===== src/rtl/piso_serializer_if.sv =====
// Parallel-in / serial-out handshake bundle: a word goes in on the valid/ready pair,
// and the serial bit stream comes out with its framing and status flags.
interface piso_serializer_if #(
  parameter int WIDTH = 4
);
  logic [WIDTH-1:0] din;
  logic             din_valid;
  logic             din_ready;
  logic             sout;
  logic             sout_valid;
  logic             frame_start;
  logic             frame_end;
  logic             busy;

  // master drives words in and watches the serial side; slave is the serializer
  modport master (
    output din, din_valid,
    input  din_ready, sout, sout_valid, frame_start, frame_end, busy
  );

  modport slave (
    input  din, din_valid,
    output din_ready, sout, sout_valid, frame_start, frame_end, busy
  );
endinterface


===== src/rtl/piso_serializer.sv =====
// Serializes one WIDTH-bit word per frame onto sout, with optional idle GAP cycles
// between frames. A word transfers on a clock edge where din_valid and din_ready are both 1.
module piso_serializer #(
  parameter int WIDTH     = 4,
  parameter bit MSB_FIRST = 1'b1,
  parameter int GAP       = 0
) (
  input  logic                clk,
  input  logic                rst,
  piso_serializer_if.slave    bus,
  output logic [1:0]          state_dbg
);

  localparam int CW = ($clog2(WIDTH) > 4) ? $clog2(WIDTH) : 4;
  localparam logic [CW-1:0] CNT_LAST = CW'(WIDTH - 1);
  localparam logic [CW-1:0] GAP_LAST = CW'((GAP > 0) ? (GAP - 1) : 0);

  typedef enum logic [1:0] {
    S_IDLE  = 2'd0,
    S_SHIFT = 2'd1,
    S_GAP   = 2'd2
  } state_t;

  state_t           state;
  logic [CW-1:0]    cnt;
  logic [WIDTH-1:0] sr;
  logic [WIDTH-1:0] sr_next;
  logic             last_bit;
  logic             accept;

  assign last_bit = (state == S_SHIFT) && (cnt == CNT_LAST);
  assign sr_next  = MSB_FIRST ? {sr[WIDTH-2:0], 1'b0} : {1'b0, sr[WIDTH-1:1]};
  assign accept   = bus.din_valid && bus.din_ready;

  // Ready is decoded from state alone (gated by reset) so din_valid never loops back into it.
  assign bus.din_ready = !rst && ((state == S_IDLE) || ((GAP == 0) && last_bit));

  always_ff @(posedge clk or posedge rst) begin
    if (rst) begin
      state <= S_IDLE;
      cnt   <= '0;
      sr    <= '0;
    end else begin
      case (state)
        S_IDLE: begin
          if (accept) begin
            sr    <= bus.din;
            cnt   <= '0;
            state <= S_SHIFT;
          end
        end
        S_SHIFT: begin
          if (cnt == CNT_LAST) begin
            cnt <= '0;
            if (accept) begin
              // zero-dead-cycle chaining into the next frame
              sr <= bus.din;
            end else begin
              sr    <= sr_next;
              state <= (GAP == 0) ? S_IDLE : S_GAP;
            end
          end else begin
            sr  <= sr_next;
            cnt <= cnt + CW'(1);
          end
        end
        S_GAP: begin
          if (cnt == GAP_LAST) begin
            cnt   <= '0;
            state <= S_IDLE;
          end else begin
            cnt <= cnt + CW'(1);
          end
        end
        default: begin
          state <= S_IDLE;
          cnt   <= '0;
        end
      endcase
    end
  end

  assign bus.sout        = (state == S_SHIFT) && (MSB_FIRST ? sr[WIDTH-1] : sr[0]);
  assign bus.sout_valid  = (state == S_SHIFT);
  assign bus.frame_start = (state == S_SHIFT) && (cnt == '0);
  assign bus.frame_end   = last_bit;
  assign bus.busy        = (state != S_IDLE);
  assign state_dbg       = state;

endmodule


===== src/flat_wrapper.sv =====
// flat-port wrapper written by rule: the top's interface ports become plain ports
module piso_serializer_flat 
#(
  parameter int WIDTH     = 4,
  parameter bit MSB_FIRST = 1'b1,
  parameter int GAP       = 0
)
  (clk, rst, state_dbg, bus_din, bus_din_valid, bus_din_ready, bus_sout, bus_sout_valid, bus_frame_start, bus_frame_end, bus_busy);
  piso_serializer_if #(.WIDTH(WIDTH)) bus_i ();
  input  logic clk;
  input  logic rst;
  output logic [1:0] state_dbg;
  input wire logic [$bits(bus_i.din)-1:0] bus_din;
  input wire logic [$bits(bus_i.din_valid)-1:0] bus_din_valid;
  output wire logic [$bits(bus_i.din_ready)-1:0] bus_din_ready;
  output wire logic [$bits(bus_i.sout)-1:0] bus_sout;
  output wire logic [$bits(bus_i.sout_valid)-1:0] bus_sout_valid;
  output wire logic [$bits(bus_i.frame_start)-1:0] bus_frame_start;
  output wire logic [$bits(bus_i.frame_end)-1:0] bus_frame_end;
  output wire logic [$bits(bus_i.busy)-1:0] bus_busy;
  assign bus_i.din = bus_din;
  assign bus_i.din_valid = bus_din_valid;
  assign bus_din_ready = bus_i.din_ready;
  assign bus_sout = bus_i.sout;
  assign bus_sout_valid = bus_i.sout_valid;
  assign bus_frame_start = bus_i.frame_start;
  assign bus_frame_end = bus_i.frame_end;
  assign bus_busy = bus_i.busy;
  piso_serializer #(.WIDTH(WIDTH), .MSB_FIRST(MSB_FIRST), .GAP(GAP)) u_core (.clk(clk), .rst(rst), .bus(bus_i), .state_dbg(state_dbg));
endmodule

===== config.mk =====
export PLATFORM = sky130hd
export DESIGN_NAME = piso_serializer_flat
export DESIGN_NICKNAME = d
export VERILOG_FILES = /design/src/rtl/piso_serializer_if.sv /design/src/rtl/piso_serializer.sv /design/src/flat_wrapper.sv
export SDC_FILE = /design/constraint.sdc
export NUM_CORES = 1
export LEC_CHECK = 0
export CAP_MARGIN = 20
export CORE_MARGIN = 4
export CORE_UTILIZATION = 35
export DETAILED_ROUTE_END_ITERATION = 10
export DONT_BUFFER_PORTS = 1
export SYNTH_ARGS = -nofsm -noshare
export SYNTH_HDL_FRONTEND = slang
export SYNTH_SLANG_ARGS = --single-unit

===== constraint.sdc =====
create_clock -name clk -period 4.4 [get_ports clk]
set_input_delay 0.88 -clock clk [delete_from_list [all_inputs] [get_ports clk]]
set_output_delay 0.88 -clock clk [all_outputs]
set_load 0.02 [all_outputs]

==> impl_results.md <==
* Count leader, synth: dfrtp_1
* Filler instances at 162
* Overflow after GRT at 0
* Yosys top cell area share at 40.0%
* FP Rows at 14
* H-tree Lvls at 1
* Detailed Place HPWL at 762 um
* Area leader, netlist: dfrtp_1
* Postcts setup bufs at 0
* Compound-Gate Fraction of Synth Area at 12.0%
* Ys async rst share at 100%
* F_max at 0.385 GHz
* Synth area leaders: dfrtp_1, mux2i_1, o221a_1
* RSZ-0062 raised after global routing: no
* Power density over the cells at 672 mW/mm^2
* Vias in the first global route at 408
* Outcome: complete, no violations
* CP Capture Type: output port
* Final non-filler cell total at 74
* Ant. Diodes at 0
* Peak supply drop at 0.000297 V
* Leakage power total at 0.289 nW
* Hold-fix buffers at CTS at 0
* Final Critical Period at 2.60 ns
* CTS tree: yes
* Nets at 68
* Clk pin slew, worst setup/hold paths at 0.06 ns
* Die Height at 48.1 um
* CTS Buf Count at 3
* Clock root cell: clkbuf_4
* Largest net degree at the start of global routing at 13
* Period Utilization, post-route at 59.1%
* Skew-Pair Late Insertion Delay at 0.26 ns
* Via count at 394
* Synth unique cells at 25
* GPL Wtd Cong at 0.686
* Post-Synth Simple-Gate Area at 23.3%
* Final instance area at 582 um^2
* Area grow syn2layout at 3.33%
* CP Data Required Time at 3.52 ns
* Worst hold-check path type: in2async
* Dpl cell area at 556 um^2
* Pwr Total at 0.391 mW
* Core box area at 0.00151 mm^2
* DRC at 0
* Synth Area in Adders at 4.44%
* Main synth FF type: dfrtp_1
* Layout cell share with drive strength beyond 1 at 12.1%
* Startpoint types: register
* First-pass GRT wire length at 1790 um
* Synth warn at 0
* Clk_skew at 0.00297 ns
* Worst endpoint data arrival time at 1.72 ns
* Clock Tree Buf Depth at 2
* Register area share after synthesis at 40.0%
* WS Path Type: reg2out
* MaxCap Viol Count at 0
* Die Area at 0.00231 mm^2
* Post-Place Cells at 70
* Post-synthesis mux area share at 10.7%
* Antenna viol nets, final at 0
* Die Wd at 48.1 um
* # resized after CTS at 0
* Avg Inst Size Synth at 9.54 um^2
* Fin. max-slew vios at 0
* Xor-xnor portion of the synthesized cell area at 0%
* IO Pins at 15
* Register area at 225 um^2
* Synth Cell Area at 563 um^2
* Initial drt markers at 11
* Via/cell ratio at 5.32
* Pre-antenna DRT Iters at 3
* PortBufs at 0
* Global Route Usage Sum at 11.3%
* Total wire length at 1030 um
* Crit Path Max Fanout at 5
* Effective utilization at floorplan at 37.4%
* Clock sink total at 9
* Syn nets at 68
* Post-synth EDFFs at 0
* Combinational family with the most area after synthesis: simple AND/OR/NAND/NOR gates
* Hold Violations, Final at 0
* Routed len/inst at 13.9 um
* Initial antenna violation count at 0
* TNS Setup at 0 ns
* Post-Syn Instances at 59
* Synth top cells by count: dfrtp_1, mux2i_1, nor2_1
* Multi-input gate area at 288 um^2
* R2R cell count at 4
* Setup violations, final at 0
* Seq cells post-synth at 9
[worst max-delay path, stage by stage (launching register included)]
cell and delay (ns):
dfrtp_1 0.40, ha_1 0.23, or3b_4 0.42, a21oi_1 0.42
[metal layers]
layer | global-route usage (%) | routed length [um] | vias to the layer above
met5 | 0 | 0 | -
met4 | 6.45 | 10 | 0
met3 | 3.32 | 81 | 2
met2 | 16.1 | 429 | 10
met1 | 15.0 | 505 | 185
li1 | - | - | 197
[report_power, final]
part	leakage, nW	total (mW)	switching, mW	internal (mW)
Clock	0.0150	0.0636	0.0287	0.0349
Combinational	0.162	0.183	0.109	0.0745
Sequential	0.112	0.144	0.0310	0.113
[stage by stage]
stage | utilization [%] | hold slack, ns | worst slack (ns)
4_1_cts | 38.6 | 0.475 | 1.80
2_1_floorplan | - | 0.498 | 2.18
5_1_grt | 38.6 | 0.471 | 1.69
6_report | 38.6 | 0.464 | 1.80
3_3_place_gp | 36.9 | 0.520 | 2.10
3_5_place_dp | 36.9 | 0.529 | 2.08
[layout make-up]
type                       count  area share, %
multi-input combinational     40           49.5
timing repair buffer           1           1.29
tap                           16           3.44
sequential                     9           38.7
inverter                       4           2.58
clock buffer                   4           4.52
[cell families after synthesis]
| kind of cell | count (synthesis) |
|---|---|
| AO/OA/AOI/OAI | 8 |
| adder cells (fa/ha/maj) | 2 |
| buffers and inverters | 10 |
| flip-flops | 9 |
| multiplexers | 6 |
| other | 1 |
| AND/OR/NAND/NOR | 23 |
[layout by cell type, fill, tap and decap left out]
cell type	netlist	final
buf_4	3	1
nand3_1	3	3
o31ai_1	1	1
a21oi_1	1	1
nand2b_1	1	1
nor2_1	6	6
ha_1	2	2
conb_1	1	1
nor2b_1	2	2
inv_1	4	4
nand3b_1	1	1
o22ai_1	1	1
o21ai_1	1	1
nand2_1	4	4
and3b_1	2	2
clkbuf_1	2	1
and2_1	1	1
or2_4	1	1
mux2i_1	6	6
or3b_4	1	1
o221a_1	3	3
dfrtp_1	9	9
or3b_2	1	1
clkbuf_4	0	3
a32o_1	1	1
[registers in the layout, indices dropped and copies added, names as in the netlist]
signal / flops
u_core.cnt: 4
u_core.sr: 4
u_core.state_dbg: 1
[path summary, 6_finish.rpt]
check                      slack [ns]           from                  end
setup / recovery                 1.80  u_core.cnt[0]        bus_din_ready
max in group asynchronous        3.69            rst        u_core.cnt[2]
min in group clk                 0.54  u_core.cnt[0]        u_core.cnt[0]
setup reg to reg                 2.74  u_core.cnt[0]         u_core.sr[1]
hold reg to reg                  0.54  u_core.cnt[0]        u_core.cnt[0]
hold / removal                   0.46            rst  u_core.state_dbg[0]
No activity file was read; power rests on OpenSTA's default activity.
